[config.mk]
export PLATFORM = sky130hd
export DESIGN_NAME = credit_tx
export DESIGN_NICKNAME = d
export VERILOG_FILES = /design/src/rtl/credit_tx_pkg.sv /design/src/rtl/credit_tx_counter.sv /design/src/rtl/credit_tx.sv
export SDC_FILE = /design/constraint.sdc
export NUM_CORES = 1
export LEC_CHECK = 0
export ABC_AREA = 0
export BUFFER_PORTS_ARGS = -buffer_cell sky130_fd_sc_hd__buf_2
export CORE_MARGIN = 4
export CORE_UTILIZATION = 40
export CTS_BUF_LIST = sky130_fd_sc_hd__clkbuf_16
export DETAILED_ROUTE_END_ITERATION = 10
export PLACE_DENSITY = 0.82
export SLEW_MARGIN = 20
export SYNTH_ARGS = -nofsm -noshare
export SYNTH_HDL_FRONTEND = slang
export SYNTH_SLANG_ARGS = --single-unit
[constraint.sdc]
create_clock -name clk -period 1.81 [get_ports clk]
set_input_delay 0.181 -clock clk [delete_from_list [all_inputs] [get_ports clk]]
set_output_delay 0.181 -clock clk [all_outputs]
set_load 0.02 [all_outputs]
[src/rtl/credit_tx_pkg.sv]
`default_nettype none
// +----------------------------------------------------------------------------+
// | credit_pkg: shared types and helpers for the credit-based stream link.     |
// | Rev 1.0 - initial release                                                  |
// +----------------------------------------------------------------------------+
package credit_pkg;

  typedef enum logic {RUN, FLUSH} credit_state_t;

  localparam int STAT_W = 32;

  function automatic int credit_cnt_w(int depth);
    return $clog2(depth + 1);
  endfunction

endpackage
`default_nettype wire

[src/rtl/credit_tx_counter.sv]
`default_nettype none
// +----------------------------------------------------------------------------+
// | credit_counter: saturating up/down counter with load-to-max and overflow.  |
// | Rev 1.0 - initial release                                                  |
// +----------------------------------------------------------------------------+
module credit_counter #(
  parameter int MAX = 4,
  parameter int W   = 3
) (
  input  logic         clk,
  input  logic         rst,
  input  logic         inc_i,
  input  logic         dec_i,
  input  logic         load_max_i,
  output logic [W-1:0] cnt_o,
  output logic         ovf_o
);

  localparam logic [W-1:0] MAX_V = W'(MAX);

  logic [W-1:0] cnt_q, cnt_d;

  // Simultaneous inc and dec cancel, so the count holds even at 0 or MAX.
  always_comb begin
    cnt_d = cnt_q;
    if (load_max_i) begin
      cnt_d = MAX_V;
    end else if (inc_i && !dec_i && (cnt_q != MAX_V)) begin
      cnt_d = cnt_q + 1'b1;
    end else if (dec_i && !inc_i && (cnt_q != '0)) begin
      cnt_d = cnt_q - 1'b1;
    end
  end

  always_ff @(posedge clk) begin
    if (rst) begin
      cnt_q <= MAX_V;
    end else begin
      cnt_q <= cnt_d;
    end
  end

  assign cnt_o = cnt_q;
  assign ovf_o = inc_i && !dec_i && !load_max_i && (cnt_q == MAX_V);

endmodule
`default_nettype wire

[src/rtl/credit_tx.sv]
`default_nettype none
// +----------------------------------------------------------------------------+
// | credit_tx: transmit end of the credit-based stream link.                   |
// | Optional beat/stall statistics enabled by defining CREDIT_TX_STATS_EN.     |
// | Rev 1.0 - initial release                                                  |
// +----------------------------------------------------------------------------+
module credit_tx
  import credit_pkg::*;
#(
  parameter int  DATA_W   = 32,
  parameter int  CREDITS  = 4,
  parameter int  LINK_LAT = 2,
  localparam int CNT_W    = credit_cnt_w(CREDITS)
) (
  input  logic              clk,
  input  logic              rst,
  input  logic [DATA_W-1:0] in_data_i,
  input  logic              in_valid_i,
  output logic              in_ready_o,
  output logic [DATA_W-1:0] link_data_o,
  output logic              link_valid_o,
  input  logic              credit_return_i,
  input  logic              flush_i,
  output logic [CNT_W-1:0]  credits_avail_o,
  output logic              idle_o,
  output logic              credit_err_o
`ifdef CREDIT_TX_STATS_EN
  ,
  output logic [STAT_W-1:0] stat_beats_o,
  output logic [STAT_W-1:0] stat_stalls_o
`endif
);

  localparam logic [0:0]        ST_RUN    = 1'(RUN);
  localparam logic [0:0]        ST_FLUSH  = 1'(FLUSH);
  localparam int                WAIT_W    = (LINK_LAT > 0) ? $clog2(LINK_LAT + 1) : 1;
  localparam logic [WAIT_W-1:0] WAIT_INIT = WAIT_W'(LINK_LAT);
  localparam logic [CNT_W-1:0]  CNT_MAX   = CNT_W'(CREDITS);

  logic [0:0]        state_q, state_d;
  logic [WAIT_W-1:0] wait_q, wait_d;
  logic              link_valid_q;
  logic [DATA_W-1:0] link_data_q;
  logic              err_q;
  logic              restore;
  logic              run;
  logic              accept;
  logic              ovf;
  logic [CNT_W-1:0]  cnt;

  assign run        = (state_q == ST_RUN);
  assign in_ready_o = run && (cnt != '0) && !flush_i;
  assign accept     = in_valid_i && in_ready_o;

  // Returns are only counted in RUN; anything arriving during FLUSH is a
  // stale credit for a slot the remote flush already freed.
  credit_counter #(
    .MAX (CREDITS),
    .W   (CNT_W)
  ) u_cnt (
    .clk        (clk),
    .rst        (rst),
    .inc_i      (run && credit_return_i),
    .dec_i      (accept),
    .load_max_i (restore),
    .cnt_o      (cnt),
    .ovf_o      (ovf)
  );

  always_comb begin
    state_d = state_q;
    wait_d  = wait_q;
    restore = 1'b0;
    if (state_q == ST_RUN) begin
      if (flush_i) begin
        state_d = ST_FLUSH;
        wait_d  = WAIT_INIT;
      end
    end else begin
      if (flush_i) begin
        wait_d = WAIT_INIT;
      end else if (wait_q == '0) begin
        state_d = ST_RUN;
        restore = 1'b1;
      end else begin
        wait_d = wait_q - 1'b1;
      end
    end
  end

  always_ff @(posedge clk) begin
    if (rst) begin
      state_q      <= ST_RUN;
      wait_q       <= '0;
      link_valid_q <= 1'b0;
      link_data_q  <= '0;
      err_q        <= 1'b0;
    end else begin
      state_q      <= state_d;
      wait_q       <= wait_d;
      link_valid_q <= accept;
      if (accept) begin
        link_data_q <= in_data_i;
      end
      if (ovf) begin
        err_q <= 1'b1;
      end
    end
  end

`ifdef CREDIT_TX_STATS_EN
  logic [STAT_W-1:0] beats_q, stalls_q;

  always_ff @(posedge clk) begin
    if (rst) begin
      beats_q  <= '0;
      stalls_q <= '0;
    end else begin
      if (accept) begin
        beats_q <= beats_q + 1'b1;
      end
      if (in_valid_i && !in_ready_o && run) begin
        stalls_q <= stalls_q + 1'b1;
      end
    end
  end

  assign stat_beats_o  = beats_q;
  assign stat_stalls_o = stalls_q;
`endif

  assign link_valid_o    = link_valid_q;
  assign link_data_o     = link_data_q;
  assign credits_avail_o = cnt;
  assign idle_o          = run && (cnt == CNT_MAX);
  assign credit_err_o    = err_q;

endmodule
`default_nettype wire

# Word-level counts from Yosys, hierarchy flattened

Index checks and enable logic that the tools add are counted.

Bits in registers: 40
Output and inout port bits: 39
Logic and storage cells: 47

Add/subtract/negate cells: 3
Eq/ne operators: 3
Mux-type cells: 13
Bitwise gates (word level): 1
Reductions and logical operators: 21

Operator list:

| kind                                              | number |
|---|---|
| logical AND 1 bit                                 | 11 |
| 2-to-1 mux 2 bit                                  | 4 |
| 2-to-1 mux 1 bit                                  | 7 |
| 2-to-1 mux 3 bit                                  | 2 |
| logical NOT 1 bit                                 | 4 |
| nonzero test 2 bit                                | 2 |
| adder 3 x 1 -> 3 bit (second input constant)      | 1 |
| == test 3 bit (second input constant)             | 1 |
| inequality test 3 bit (second input constant)     | 1 |
| nonzero test 3 bit                                | 1 |
| subtractor 3 x 1 -> 3 bit (second input constant) | 1 |
| logical NOT 2 bit                                 | 1 |
| inequality test 2 bit (second input constant)     | 1 |
| AND reduction 2 bit                               | 1 |
| OR reduction 2 bit                                | 1 |
| subtractor 2 x 1 -> 2 bit (second input constant) | 1 |
| NOT 1 bit                                         | 1 |

# Longest topological paths before layout

Gate-level depths: netlist of run 1.

Depth in word-level cells: 8
Depth in mapped cells: 6
Mapped depth without buffers: 6

# Modules after synthesis

Synthesis of run 1 repeated with hierarchy kept, for this count alone.

Cell total of the unflattened synthesis: 190
Area, all modules: 1930.6 µm²

By module, submodules not included:

| module         | instances | cells each | area each (µm²) | seq. area each (µm²) |
|---|---|---|---|---|
| credit_tx      | 1         | 164        | 1694.1          | 740.7 |
| credit_counter | 1         | 26         | 236.5           | 60.1 |

# Least setup slack after synthesis of run 1

OpenSTA, ideal clock, no wires.

Path kind: register to register
Start point: register u_cnt.cnt_q[0] (netlist: u_cnt.cnt_o[0])
End point: register u_cnt.cnt_q[2] (netlist: u_cnt.cnt_o[2])
Library setup time: 0.072 ns
Arrival: 1.822 ns
Path slack: -0.083 ns
Cell stages (with the launch flop): 7
Buffers on the path: 0
Cells stage by stage: dfxtp_1 > nor3_2 > o211a_1 > inv_1 > fa_1 > mux2i_1 > mux2i_1

Word-level cells in the longest chain between the ends: 8

Ends and longest elaborated chain:

| what                                                                              | line                    | text |
|---|---|---|
| from (decl)                                                                       | credit_tx_counter.sv:21 | `logic [W-1:0] cnt_q, cnt_d;` |
| from (signal assigned)                                                            | credit_tx_counter.sv:39 | `cnt_q <= cnt_d;` |
| parallel branches: the longest is 8 deep, another holds subtractor 3 x 1 -> 3 bit | -                       |  |

Several ways; the timed one is not identified. The select of a mux whose other input is x is not followed.
A chain may end at the register's enable or synchronous reset.

# Worst setup path after layout of run 1

Start point: register state_q
End point: register u_cnt.cnt_q[1] (netlist: u_cnt.cnt_o[1])

Word-level cells in the longest chain between the ends: 8

Ends and longest elaborated chain:

| what                                                   | line                    | text |
|---|---|---|
| from (decl)                                            | credit_tx.sv:40         | `logic [0:0] state_q, state_d;` |
| from (signal assigned)                                 | credit_tx.sv:99         | `state_q <= state_d;` |
| NOT 1 bit                                              | -                       |  |
| logical AND 1 bit (2 in a row)                         | credit_tx.sv:52         | `assign in_ready_o = run && (cnt != '0) && !flush_i;` |
| logical AND 1 bit                                      | credit_tx.sv:53         | `assign accept = in_valid_i && in_ready_o;` |
| logical NOT 1 bit                                      | credit_tx_counter.sv:28 | `end else if (inc_i && !dec_i && (cnt_q != MAX_V)) begin` |
| logical AND 1 bit (2 in a row)                         | credit_tx_counter.sv:28 |  |
| 2-to-1 mux 3 bit or nonzero test 2 bit (tied branches) | -                       |  |

Several ways; a longest one is shown, not always the timed one.

==> results of run 1 <==
registers in the layout, summed over array words and instances, names as in the netlist:
register	count
link_valid_o	1
state_q	1
u_cnt.cnt_o	3
wait_q	2
link_data_o	32
credit_err_o	1
area by class of cell:
type | instances | area (µm²)
flip-flops and latches | 40 | 803
clock inverters | 2 | 8.76
well taps | 48 | 60.1
repair buffers | 88 | 473
clock buffers | 5 | 125
multi-input cells | 133 | 667
fillers | 360 | 1540
inverters | 4 | 15.0
timing repair:
item / in CTS / in global routing
gates resized for setup: 0 / 2
setup endpoints to repair: 0 / 2
endpoints found under the hold margin: 0 / 0
buffers inserted: 0 / 4
path summary, 6_finish.rpt:
kind	start	to	slack [ns]	cells after the start
worst max-delay path	state_q$_SDFF_PP0_	u_cnt.cnt_o[1]$_SDFFE_PP0P_	0.03	6
worst min-delay path	flush_i	wait_q[0]$_SDFFE_PP0P_	0.14	2
worst max register to register	state_q$_SDFF_PP0_	u_cnt.cnt_o[1]$_SDFFE_PP0P_	0.03	6
worst min register to register	link_data_o[21]$_SDFFE_PP0P_	link_data_o[21]$_SDFFE_PP0P_	0.45	2
routing by layer:
layer,up-vias,global-route usage [%]
met5,-,0
met4,0,5.11
met3,4,4.46
met2,52,23.8
met1,671,18.7
li1,777,-
cell usage after synthesis, types with 2 or more instances:
cell      number
a21oi_1       33
buf_2          5
buf_6          2
clkbuf_1       4
dfxtp_1       40
inv_1          4
mux2i_1        2
nand2_1       66
nor2_1         7
nor2b_1        2
nor3_1         3
nor3_2         2
nor3b_1        2
cells by family (layout without fill, tap and decap cells):
group / Yosys count / count (layout) / share of synthesized area, %
compound gates: 39 / 39 / 13.4
mux: 2 / 2 / 1.30
xor+xnor: 1 / 1 / 0.570
fa+ha+maj: 2 / 2 / 2.12
simple gates: 89 / 89 / 25.4
flops: 40 / 40 / 52.1
buf+inv: 15 / 99 / 5.05
metrics by stage:
step | utilization, % | setup TNS [ns]
final | 58.3 | 0
after global placement | 53.8 | 0
after floorplan | - | -0.0181
after detailed placement | 53.8 | 0
after CTS | 57.4 | 0
after global routing | 58.3 | -0.0578
power by group through the flow:
| stage | clock network (mW) | logic [mW] | registers (mW) |
|---|---|---|---|
| 3_5_place_dp | 0 | 0.385 | 0.985 |
| 5_1_grt | 0.859 | 0.442 | 0.977 |
| 2_1_floorplan | 0 | 0.171 | 1.05 |
| 6_report | 0.792 | 0.404 | 0.970 |
| 4_1_cts | 0.819 | 0.387 | 0.967 |
| 3_3_place_gp | 0 | 0.374 | 0.983 |
worst max-delay path, cell delays in order (launching register included):
cell and delay [ns]:
dfxtp_2 0.32, or3b_4 0.38, o211a_1 0.25, inv_1 0.07
fa_1 0.42, o211ai_1 0.10, o31ai_1 0.11
==> results by group, run 1 <==
Synthesis
  • EDFF count, synth: 0
  • Synth top area cells: dfxtp_1, nand2_1, a21oi_1
  • Cell taking the most area after synthesis: dfxtp_1
  • Sequential area share after synthesis: a little over half
  • Synthesized area: 1540 µm²
  • Synth cell types: 29
  • Yosys reg bits: 40
  • Async set-reset flop share out of synthesis: 0%
  • Warnings, synthesis: 0
  • Syn nets: 227
  • Synth Instances: ~190
  • Syn_area_per_cell: 8.17 µm²
  • Share of the synthesized area in the top cell type: 52.1%
  • Main synth FF type: dfxtp_1

Pwr
  • Clock network fraction of design power: 36.6%
  • Total Power: approximately 2.2 mW
  • Switching power: 566 µW
  • Combinational Power Share: 18.6%
  • Power density over cell area: 1010 nW/µm²
  • Sequential power share: 44.8%
  • Sw Share: 26.1%
  • P_leak: approximately 1.0 nW
  • P_int: 1.60 mW
  • Worst vdd ir: between 0.6 and 0.7 mV

Setup path
  • Critical Path RT: approximately 2.0 ns
  • Crit Path Class: register to register
  • Critical path endpoint category: register
  • Crit start category: register
  • Crit path DAT: 1.92 ns
  • Critical path peak fanout: 3

Global routing
  • Initial antenna violation count: 0
  • GRT Util Overall: approximately 15%
  • Vias in the first global route: approximately 1.3k
  • Grt ovf: 0
  • First-pass GRT wire length: 5.91 mm
  • Pin count of the biggest net entering global routing: 22

Floorplanning
  • I/O pins: 76
  • DIE WIDTH: between 60 and 70 µm
  • Die Ht: 70.0 µm
  • Initial Util: between 40% and 50%
  • Die area: 4900 µm²
  • Cell Rows: 22
  • Core Region: 3690 µm²

Clock network
  • CTS tree: done
  • CTS Buffer Depth: 2
  • Total CTS buffers: 5
  • Cts hold-fix bufs: 0
  • Reg clk slew, reported paths: 0.05 ns
  • Skew-Pair Late Insertion Delay: 0.27 ns
  • # H-tree levels: 2
  • Root Buffer: clkbuf_16
  • CTS Sinks: 40

Finish
  • # nets final: 311
  • Final Instance Area: ~2200 µm²
  • Layout cells sized above 1: between 30% and 40%
  • Synth-to-Final Area Change: 40.1%
  • Most common cell after layout, fill and taps aside: buf_2
  • Antenna Cells: 0
  • Most frequent cells in the layout: buf_2, nand2_1, dfxtp_1
  • Finished Layout Cells: 320

Detailed routing
  • Routed wl met2: 1.84 mm
  • Vias: around 1.5k
  • Metal3 WL: 299 µm
  • Uppermost layer routed: met4
  • Drc violations: 0
  • Post-Route WL: 3.86 mm
  • Routed vias/inst: 4.70
  • DRT iter0 DRCs: 60
  • DR pass1 iterations: 4
  • Routed len/inst: 12.1 µm
  • Post-DRT Antenna Nets: 0
  • Metal-1 WL: 1.68 mm

Timing
  • Final setup vio count: 0
  • Clock period minus worst slack: between 1.5 and 2 ns
  • RSZ-0062 raised after global routing: true
  • Crit share post-route: 98.1%
  • Max-slew violations: 0
  • Final Hold Fails: 0
  • Fmax: 0.563 GHz
  • Rel. slew slack: 75.4%
  • Tightest Pin Transition: 0.369 ns
  • Final hold slack: about 0.14 ns
  • Worst setup margin: 0.0340 ns
  • Clock Skew: ~0.0017 ns

Placement
  • # placed instances: about 310
  • Dpl ws: about 0.048 ns
  • HPWL Detailed: between 2 and 3 mm
  • Port Buffer Count: 75
  • Routability Congestion: 0.821
  • Placed cell area: approximately 2000 µm²

Min path
  • HP Class: input pin to register

Status
  • Status: finished clean

Run
  • Max-cap violations: 0
Note: power is estimated with default switching activity, not from simulation.
==> run 2: changes to the inputs <==
--- a/config.mk
+++ b/config.mk
@@ -7,6 +7,7 @@
 export LEC_CHECK = 0
 export ABC_AREA = 0
 export BUFFER_PORTS_ARGS = -buffer_cell sky130_fd_sc_hd__buf_2
+export CORE_ASPECT_RATIO = 2
 export CORE_MARGIN = 4
 export CORE_UTILIZATION = 40
 export CTS_BUF_LIST = sky130_fd_sc_hd__clkbuf_16
==> run 2 against run 1 <==
Cell count is 0.63% higher. Critical path depth is the same. Combinational power shrank 3%. Cell area up 1.4%. Critical endpoint unchanged. Clock power grew 20%. First-iteration DRC count decreased by 77%. Total power up 6.4%. Sequential cell count is the same.
==> results by group, run 2 (synthesized netlist as in run 1, its figures left out) <==
Status
  • Status: finished clean

Placement
  • HPWL Detailed: 2.95 mm (+8.5%)
  • Dpl ws: 0.0505 ns (+0.00225 ns)
  • Routability Congestion: 0.706 (-14%)
  • Placed cell area: 1990 µm² (about the same)
  • Port Buffer Count: 75 (unchanged)

Global routing
  • Grt ovf: 0 (unchanged)
  • First-pass GRT wire length: 6.13 mm (+3.6%)
  • Initial antenna violation count: 0 (unchanged)
  • Vias in the first global route: 1458 (+9.6%)
  • GRT Util Overall: 16.5% (+1.7 points)
  • Pin count of the biggest net entering global routing: 35 (+59%)

Finish
  • Most common cell after layout, fill and taps aside: buf_2
  • Most frequent cells in the layout: buf_2, nand2_1, dfxtp_1
  • # nets final: 311 (unchanged)
  • Max reg flops: 32 (unchanged)
  • Synth-to-Final Area Change: 42.0%
  • Antenna Cells: 0 (unchanged)
  • Final Instance Area: 2180 µm² (+1.4%)
  • Fill cell count: 371 (+3.1%)
  • Fin util: 59.8% (+1.5 points)
  • Layout cells sized above 1: 37.4% (-0.14 points)

Timing
  • Rel. slew slack: 75.9% (+0.48 points)
  • Clock Skew: 0.00386 ns (+0.00213 ns)
  • Fmax: 0.567 GHz (+0.68%)
  • Tightest Pin Transition: 0.360 ns (-0.00919 ns)
  • Crit share post-route: 97.5% (-0.66 points)
  • Final Hold Fails: 0 (unchanged)
  • Final setup vio count: 0 (unchanged)
  • Setup TNS: 0 ns (unchanged)
  • Clock period minus worst slack: 1.76 ns (-0.0120 ns)
  • Max-slew violations: 0 (unchanged)
  • Worst setup margin: 0.0459 ns (+0.0120 ns)
  • Final hold slack: 0.139 ns (-0.00206 ns)

Pwr
  • Power density over cell area: 1060 nW/µm² (+5.0%)
  • Clock network fraction of design power: 41.2% (+4.6 points)
  • Sw Share: 24.6% (-1.5 points)
  • Combinational Power Share: 16.9% (-1.7 points)
  • P_int: 1.74 mW (+8.7%)
  • Sequential power share: 41.9% (-2.9 points)
  • P_leak: 1.03 nW (+1.7%)
  • Switching power: 567 µW (+0.14%)
  • Worst vdd ir: 0.948 mV (+52%)

Detailed routing
  • DRT iter0 DRCs: 14 (-77%)
  • Vias: 1489 (-1.0%)
  • Routed vias/inst: 4.62 (-1.6%)
  • DR pass1 iterations: 6 (+2)
  • Drc violations: 0 (unchanged)
  • Routed len/inst: 12.0 µm (-0.88%)
  • Post-Route WL: 3.85 mm (-0.26%)
  • Post-DRT Antenna Nets: 0 (unchanged)

Clock network
  • CTS Buffer Depth: 2 (unchanged)
  • Total CTS buffers: 5 (unchanged)
  • CTS tree: done
  • CTS Sinks: 40 (unchanged)
  • # H-tree levels: 2 (unchanged)
  • Reg clk slew, reported paths: 0.06 ns (about the same)
  • Root Buffer: clkbuf_16
  • Skew-Pair Late Insertion Delay: 0.27 ns (about the same)
  • Cts hold-fix bufs: 0 (unchanged)

Setup path
  • Crit start category: register
  • CP peak stage delay: 0.41 ns (about the same)
  • Crit Path Class: register to register
  • Crit path max-delay cell type: fa_1
  • Crit-path cells: or3b_4, o211a_1, inv_1, fa_1, o211ai_1, o31ai_1
  • Critical path peak fanout: 4 (+1)
  • Critical path endpoint category: register
  • Critical Path RT: 1.96 ns (about the same)
  • Crit path DAT: 1.91 ns (about the same)

Floorplanning
  • Core Region: 3650 µm² (-1.2%)
  • Die area: 4960 µm² (+1.2%)
  • Die Ht: 95.7 µm (+37%)
  • Initial Util: 42.1% (+0.49 points)
  • Cell Rows: 31 (+41%)
  • I/O pins: 76 (unchanged)
  • DIE WIDTH: 51.8 µm (-26%)

Run
  • Max-cap violations: 0 (unchanged)

Min path
  • HP Class: input pin to register
run 2: cell count changes in the layout (fill, tap and decap cells not counted), sizes merged:
cell,delta
bufinv,+1
run 2: worst paths after layout:
check                                                   from                            to  cells after the start  slack, ns
worst max-delay path                      state_q$_SDFF_PP0_   u_cnt.cnt_o[1]$_SDFFE_PP0P_                      6       0.05
worst min-delay path                                 flush_i        wait_q[0]$_SDFFE_PP0P_                      2       0.14
worst max register to register            state_q$_SDFF_PP0_   u_cnt.cnt_o[1]$_SDFFE_PP0P_                      6       0.05
worst min register to register  link_data_o[19]$_SDFFE_PP0P_  link_data_o[19]$_SDFFE_PP0P_                      2       0.45
run 2: metal layers:
layer | share of wire (%) | GRT usage, %
met1 | 33 | 14.1
met3 | 5.4 | 4.54
met4 | 1.0 | 8.10
met2 | 60 | 32.6
met5 | 0 | 0
run 2: power by group through the flow:
stage | clock [mW] | sequential (mW) | combinational [mW]
global placement | 0 | 0.982 | 0.379
finish | 0.949 | 0.966 | 0.390
detailed placement | 0 | 0.985 | 0.385
CTS | 0.979 | 0.966 | 0.386
global route | 1.02 | 0.973 | 0.434
floorplan | 0 | 1.05 | 0.171
run 2: final cells by class:
type                            count  area [µm²]  area share [%]
Clock buffer                        5         125            5.73
Clock inverter                      3        38.8            1.78
Inverter                            4        15.0           0.688
Multi-Input combinational cell    133         667            30.6
Sequential cell                    40         802            36.8
Tap cell                           49        61.3            2.81
Timing Repair Buffer               88         473            21.7
run 2: timing repair:
action / CTS / global route
endpoints found under the setup margin: 0 / 2
setup buffers: 0 / 4
gates resized for setup: 0 / 1
run 2: critical path: cells and delay by family, from the launching register on:
family          cells  cell delay (ns)
compound gates      3             0.46
fa+ha+maj           1             0.41
buf+inv             1             0.08
flops               1             0.31
simple gates        1             0.38
run 2: stage by stage:
step / cells / total power, mW
3_5_place_dp: 310 / 1.37
4_1_cts: 318 / 2.33
6_report: 322 / 2.30
3_3_place_gp: 310 / 1.36
5_1_grt: 322 / 2.42
2_1_floorplan: 188 / 1.22
